[src/rtl/bus_arbiter_rr.sv]
// rtl/bus_arbiter_rr.sv - round-robin two-master bus arbiter with turnaround and hold watchdog
//
// Purpose:
//   Arbitrates the serial system bus between master 1 and master 2 using a
//   round-robin policy. It owns the breq/bgrant handshake of both masters and
//   drives the bus master-select. One turnaround cycle separates tenures, and
//   a hold-time watchdog revokes a master that keeps the bus too long.
//
// Parameters:
//   TIMEOUT_CYCLES  max cycles of one grant tenure; 0 disables the watchdog
//   CNT_WIDTH       width of the hold counter; must be able to hold TIMEOUT_CYCLES
//
// Ports:
//   clk          in   system clock, rising edge
//   rstn         in   asynchronous active-low reset
//   m1_breq      in   master 1 bus request, held high for the whole transaction
//   m2_breq      in   master 2 bus request, held high for the whole transaction
//   m1_bgrant    out  master 1 owns the bus
//   m2_bgrant    out  master 2 owns the bus
//   msel         out  bus mux select: 0 = master 1, 1 = master 2
//   bus_busy     out  high while any grant is high
//   timeout_err  out  one-cycle pulse when a tenure is revoked by the watchdog

module bus_arbiter_rr #(
  parameter int unsigned TIMEOUT_CYCLES = 1024,
  parameter int unsigned CNT_WIDTH      = 11
) (
  input  logic clk,
  input  logic rstn,
  input  logic m1_breq,
  input  logic m2_breq,
  output logic m1_bgrant,
  output logic m2_bgrant,
  output logic msel,
  output logic bus_busy,
  output logic timeout_err
);

  typedef enum logic [1:0] {
    IDLE   = 2'd0,
    GRANT1 = 2'd1,
    GRANT2 = 2'd2,
    TURN   = 2'd3
  } state_e;

  // Encoding of last_grant: which master held the most recent tenure.
  localparam logic LAST_M1 = 1'b0;
  localparam logic LAST_M2 = 1'b1;

  localparam bit                   WD_EN    = (TIMEOUT_CYCLES != 0);
  localparam int unsigned          FIRE_AT  = WD_EN ? (TIMEOUT_CYCLES - 1) : 0;
  localparam logic [CNT_WIDTH-1:0] FIRE_CNT = FIRE_AT[CNT_WIDTH-1:0];
  localparam logic [CNT_WIDTH-1:0] CNT_MAX  = '1;
  localparam logic [CNT_WIDTH-1:0] CNT_ONE  = {{(CNT_WIDTH-1){1'b0}}, 1'b1};

  state_e               state_q, state_d;
  logic                 last_grant_q, last_grant_d;
  logic                 blocked1_q, blocked1_d;
  logic                 blocked2_q, blocked2_d;
  logic [CNT_WIDTH-1:0] hold_cnt_q, hold_cnt_d;
  logic                 m1_bgrant_q, m1_bgrant_d;
  logic                 m2_bgrant_q, m2_bgrant_d;
  logic                 msel_q, msel_d;
  logic                 bus_busy_q, bus_busy_d;
  logic                 timeout_err_q, timeout_err_d;

  logic req1, req2;
  logic pick1, pick2;
  logic wd_fire;

  // A master revoked by the watchdog stays ineligible until it drops breq.
  assign req1 = m1_breq & ~blocked1_q;
  assign req2 = m2_breq & ~blocked2_q;

  // On contention the master that did not hold the last tenure wins.
  assign pick1 = req1 & (~req2 | (last_grant_q == LAST_M2));
  assign pick2 = req2 & ~pick1;

  // Fires on the edge that would start the (TIMEOUT_CYCLES+1)-th grant cycle.
  assign wd_fire = WD_EN && (hold_cnt_q == FIRE_CNT);

  always_comb begin
    state_d       = state_q;
    last_grant_d  = last_grant_q;
    blocked1_d    = blocked1_q;
    blocked2_d    = blocked2_q;
    hold_cnt_d    = hold_cnt_q;
    m1_bgrant_d   = m1_bgrant_q;
    m2_bgrant_d   = m2_bgrant_q;
    msel_d        = msel_q;
    bus_busy_d    = bus_busy_q;
    timeout_err_d = 1'b0;

    // A low breq always clears the block; setting a block below only happens
    // while that breq is high, so the two never collide.
    if (!m1_breq) blocked1_d = 1'b0;
    if (!m2_breq) blocked2_d = 1'b0;

    unique case (state_q)
      IDLE: begin
        if (pick1) begin
          state_d      = GRANT1;
          m1_bgrant_d  = 1'b1;
          msel_d       = 1'b0;
          last_grant_d = LAST_M1;
          hold_cnt_d   = '0;
          bus_busy_d   = 1'b1;
        end else if (pick2) begin
          state_d      = GRANT2;
          m2_bgrant_d  = 1'b1;
          msel_d       = 1'b1;
          last_grant_d = LAST_M2;
          hold_cnt_d   = '0;
          bus_busy_d   = 1'b1;
        end
      end

      GRANT1: begin
        // A release on the fire edge wins over the watchdog: no error, no block.
        if (!m1_breq) begin
          state_d     = TURN;
          m1_bgrant_d = 1'b0;
          bus_busy_d  = 1'b0;
        end else if (wd_fire) begin
          state_d       = TURN;
          m1_bgrant_d   = 1'b0;
          bus_busy_d    = 1'b0;
          timeout_err_d = 1'b1;
          blocked1_d    = 1'b1;
        end else if (hold_cnt_q != CNT_MAX) begin
          hold_cnt_d = hold_cnt_q + CNT_ONE;
        end
      end

      GRANT2: begin
        if (!m2_breq) begin
          state_d     = TURN;
          m2_bgrant_d = 1'b0;
          bus_busy_d  = 1'b0;
        end else if (wd_fire) begin
          state_d       = TURN;
          m2_bgrant_d   = 1'b0;
          bus_busy_d    = 1'b0;
          timeout_err_d = 1'b1;
          blocked2_d    = 1'b1;
        end else if (hold_cnt_q != CNT_MAX) begin
          hold_cnt_d = hold_cnt_q + CNT_ONE;
        end
      end

      TURN: begin
        // Bus idle for one cycle; msel keeps pointing at the previous owner.
        state_d     = IDLE;
        m1_bgrant_d = 1'b0;
        m2_bgrant_d = 1'b0;
        bus_busy_d  = 1'b0;
      end

      default: begin
        state_d     = IDLE;
        m1_bgrant_d = 1'b0;
        m2_bgrant_d = 1'b0;
        bus_busy_d  = 1'b0;
      end
    endcase
  end

  always_ff @(posedge clk or negedge rstn) begin
    if (!rstn) begin
      state_q       <= IDLE;
      last_grant_q  <= LAST_M2;
      blocked1_q    <= 1'b0;
      blocked2_q    <= 1'b0;
      hold_cnt_q    <= '0;
      m1_bgrant_q   <= 1'b0;
      m2_bgrant_q   <= 1'b0;
      msel_q        <= 1'b0;
      bus_busy_q    <= 1'b0;
      timeout_err_q <= 1'b0;
    end else begin
      state_q       <= state_d;
      last_grant_q  <= last_grant_d;
      blocked1_q    <= blocked1_d;
      blocked2_q    <= blocked2_d;
      hold_cnt_q    <= hold_cnt_d;
      m1_bgrant_q   <= m1_bgrant_d;
      m2_bgrant_q   <= m2_bgrant_d;
      msel_q        <= msel_d;
      bus_busy_q    <= bus_busy_d;
      timeout_err_q <= timeout_err_d;
    end
  end

  assign m1_bgrant   = m1_bgrant_q;
  assign m2_bgrant   = m2_bgrant_q;
  assign msel        = msel_q;
  assign bus_busy    = bus_busy_q;
  assign timeout_err = timeout_err_q;

  // Grants are one-hot or zero, and busy tracks them exactly.
  a_grant_onehot: assert property (@(posedge clk) disable iff (!rstn)
    !(m1_bgrant_q && m2_bgrant_q));
  a_busy_matches: assert property (@(posedge clk) disable iff (!rstn)
    bus_busy_q == (m1_bgrant_q | m2_bgrant_q));

endmodule

[config.mk]
export PLATFORM = sky130hd
export DESIGN_NAME = bus_arbiter_rr
export DESIGN_NICKNAME = d
export VERILOG_FILES = /design/src/rtl/bus_arbiter_rr.sv
export SDC_FILE = /design/constraint.sdc
export NUM_CORES = 1
export LEC_CHECK = 0
export BUFFER_PORTS_ARGS = -buffer_cell sky130_fd_sc_hd__buf_2
export CORE_AREA = 2 2 63 53
export DETAILED_ROUTE_END_ITERATION = 7
export DIE_AREA = 0 0 65 55
export PLACE_DENSITY_LB_ADDON = 0.3
export SLEW_MARGIN = 30
export SYNTH_ARGS = -nofsm -noshare
export SYNTH_HDL_FRONTEND = slang
export SYNTH_SLANG_ARGS = --single-unit
[constraint.sdc]
create_clock -name clk -period 2.3 [get_ports clk]
set_input_delay 0.46 -clock clk [delete_from_list [all_inputs] [get_ports clk]]
set_output_delay 0.46 -clock clk [all_outputs]
set_load 0.05 [all_outputs]
==> metrics.log <==
[metrics] CTS Sinks: 21
[metrics] post-route minimum period: 2010 ps
[metrics] wire length of the first global-routing pass: 4710 microns
[metrics] instance area at placement: 1430 sq um
[metrics] DRC marker count from the first detailed-route iteration: 40
[metrics] count of flip-flops with a built-in enable after synthesis: 0
[metrics] critical-path maximum fanout: 11
[metrics] Startpoint Class: flip-flop
[metrics] setup repair after global routing missed its margin: no
[metrics] Setup Total Neg Slack: 0 ps
[metrics] proportion of netlist area held by the largest area contributor: 0.372
[metrics] Req. time, crit path: 2450 ps
[metrics] post-route worst setup slack: 287 ps
[metrics] Synth Cell Area: 1340 sq um
[metrics] IO Count: 9
[metrics] overall track demand over capacity in global routing: 0.176
[metrics] Syn Inst Count: 135
[metrics] share of flip-flops with an asynchronous set or reset: 1.00
[metrics] total length of routed wires: 2760 microns
[metrics] via count: 1094
[metrics] Seq/Total Area, Yosys: 0.392
[metrics] Avg Inst Size Synth: 9.95 sq um
[metrics] Clock Skews: 3.03 ps
[metrics] maximum clock frequency: 497 MHz
[metrics] outcome: finished clean
[metrics] drt first pass iters: 4
[metrics] total die area: 3580 sq um
[metrics] number of setup violations in the final report: 0
[metrics] cts bufs inserted: 3
[metrics] unique cell type count in the Yosys netlist: 48
[metrics] power density relative to cell area: 1240 nW/um^2
[metrics] maximum vdd ir drop: 607 uV
[metrics] net count after synthesis: 146
[metrics] number of cells in the design after placement: 181
[metrics] top area cells in the synthesized netlist: sky130_fd_sc_hd__dfrtp_1, sky130_fd_sc_hd__ha_1, sky130_fd_sc_hd__o21ai_0
[metrics] Worst-Skew Late Latency: 260 ps
[metrics] Hold Path Class: in2async
[metrics] Die W: 65 microns
[metrics] pre-CTS setup slack: 303 ps
[metrics] Max Transition Viols Final: 0
[metrics] detailed placer's ending HPWL: 2110 microns
[metrics] Final Hold Vio Count: 0
[metrics] pin count of the biggest net entering global routing: 22
[metrics] final estimated routing congestion in global placement: 0.860
[metrics] number of levels the H-tree was split into: 1
[metrics] Starting Density: 0.455
[metrics] vias in the first global route: 1052
[metrics] worst reg2reg path depth: 5
[metrics] share of layout cells above drive strength 1: 0.172
[metrics] number of non-filler instances in the completed layout: 185
[metrics] Worst slew margin: 0.671
[metrics] Maximum Capacitance Violations: 0
[metrics] Routed WL per cell: 14.9 microns
[metrics] Crit path arrival time: 2160 ps
[metrics] worst-case hold slack: 151 ps
[metrics] clock-pin slew on the worst setup and hold paths: 70 ps
[metrics] buffer count from post-CTS setup fixing: 0
[metrics] post-route cell area: 1470 sq um
[metrics] most used cells in the layout excluding fill and tap cells: sky130_fd_sc_hd__dfrtp_1, sky130_fd_sc_hd__inv_1, sky130_fd_sc_hd__o21ai_0, sky130_fd_sc_hd__buf_2, sky130_fd_sc_hd__ha_1
[metrics] number of nets still failing antenna checks after routing: 0
[metrics] count of unresolved DRC violations after routing: 0
[metrics] antenna diode count: 0
[metrics] total grt overflow: 0
[metrics] synth-to-layout area growth: 9.50%
[metrics] Bufs on Longest Clock Path: 2
[metrics] die height: 55 microns
[metrics] most common cell after layout, fill and taps aside: sky130_fd_sc_hd__dfrtp_1
[metrics] placeable core area: 2950 sq um
[metrics] post-synth top area cell: sky130_fd_sc_hd__dfrtp_1
[metrics] site row count: 18
[metrics] Total Nets Final: 157
[metrics] number of buffers added to fix hold violations after cts: 0
[metrics] type of element capturing the critical path: flip-flop
[metrics] power after layout: 1.82 mW
[metrics] Final Util: 0.499
[metrics] Resize count post-CTS: 0
[metrics] critical path class: reg2reg
[metrics] worst-margin pin slew: 481 ps
[metrics] leak pwr: 0.650 nW
[metrics] CTS root buf: sky130_fd_sc_hd__clkbuf_8
[metrics] Avg Vias per Cell: 5.91
[metrics] Synth warnings: 0
[metrics] period utilisation layout: 0.875
[metrics] TritonCTS clock tree: done
[metrics] Most used DFF post-synth: sky130_fd_sc_hd__dfrtp_1
[metrics] buffers added on ports: 8
[metrics] antenna violations before repair: 0
[metrics] flops & latches, synth: 21
==> worst max-delay path, stage by stage, from the launching register on <==
cell                      delay [ps]
sky130_fd_sc_hd__dfrtp_1         390
sky130_fd_sc_hd__inv_1           110
sky130_fd_sc_hd__ha_1            320
sky130_fd_sc_hd__a31o_1          350
sky130_fd_sc_hd__or3_4           430
sky130_fd_sc_hd__mux2_4          300
==> area by class of cell <==
type / count / area (sq um)
flip-flops and latches: 21 / 527
fillers: 279 / 1480
inverters: 10 / 37.5
clock buffers: 4 / 45.0
repair buffers: 10 / 55.1
multi-input cells: 100 / 757
well taps: 40 / 50.0
==> path summary, 6_finish.rpt <==
kind | slack, ps | from | end
max | 290 | state_q[0] | hold_cnt_q[0]
min | 150 | rstn | state_q[0]
max reg2reg | 290 | state_q[0] | hold_cnt_q[0]
min reg2reg | 480 | m1_bgrant | m1_bgrant
max in group asynchronous | 1800 | rstn | last_grant_q
min in group clk | 480 | m2_breq | blocked2_q
==> sequential cells by signal, indices dropped and copies added (netlist names) <==
signal,count
hold_cnt_q,11
state_q,2
blocked1_q,1
blocked2_q,1
bus_busy,1
last_grant_q,1
m1_bgrant,1
m2_bgrant,1
msel,1
timeout_err,1
==> layer usage <==
layer  GRT usage  routed length [microns]  vias to the layer above  share of wire
li1            -                        -                      539              -
met1       0.238                     1350                      514           0.49
met2       0.292                     1210                       39           0.44
met3      0.0506                      201                        2          0.073
met4      0.0213                        7                        0         0.0025
met5           0                        0                        -              0
==> logic make-up (layout without fill, tap and decap cells) <==
logic type      after synthesis  count (layout)  synth area share
compound gates               47              47             0.252
buf+inv                      14              24            0.0447
flops                        21              21             0.392
mux                           4               4            0.0335
simple gates                 42              42             0.212
fa+ha+maj                     7               7            0.0652
==> Yosys cell counts, drive strengths merged (3+ instances only) <==
library cell,instances
a21o,4
a21oi,4
a31oi,4
and3,3
clkbuf,3
dfrtp,20
ha,7
inv,10
mux2i,3
nand3,4
nand4,4
nor2,5
nor2b,5
nor3,4
nor4,5
o21a,3
o21ai,10
o21bai,3
o22a,4
==> where the power goes <==
| part | total, mW | switching (mW) | internal, mW |
|---|---|---|---|
| sequential | 0.536 | 0.0701 | 0.466 |
| clock | 0.238 | 0.115 | 0.123 |
| combinational | 1.05 | 0.652 | 0.394 |
| total | 1.82 | 0.837 | 0.983 |
Power figures use the tool's default switching activity.
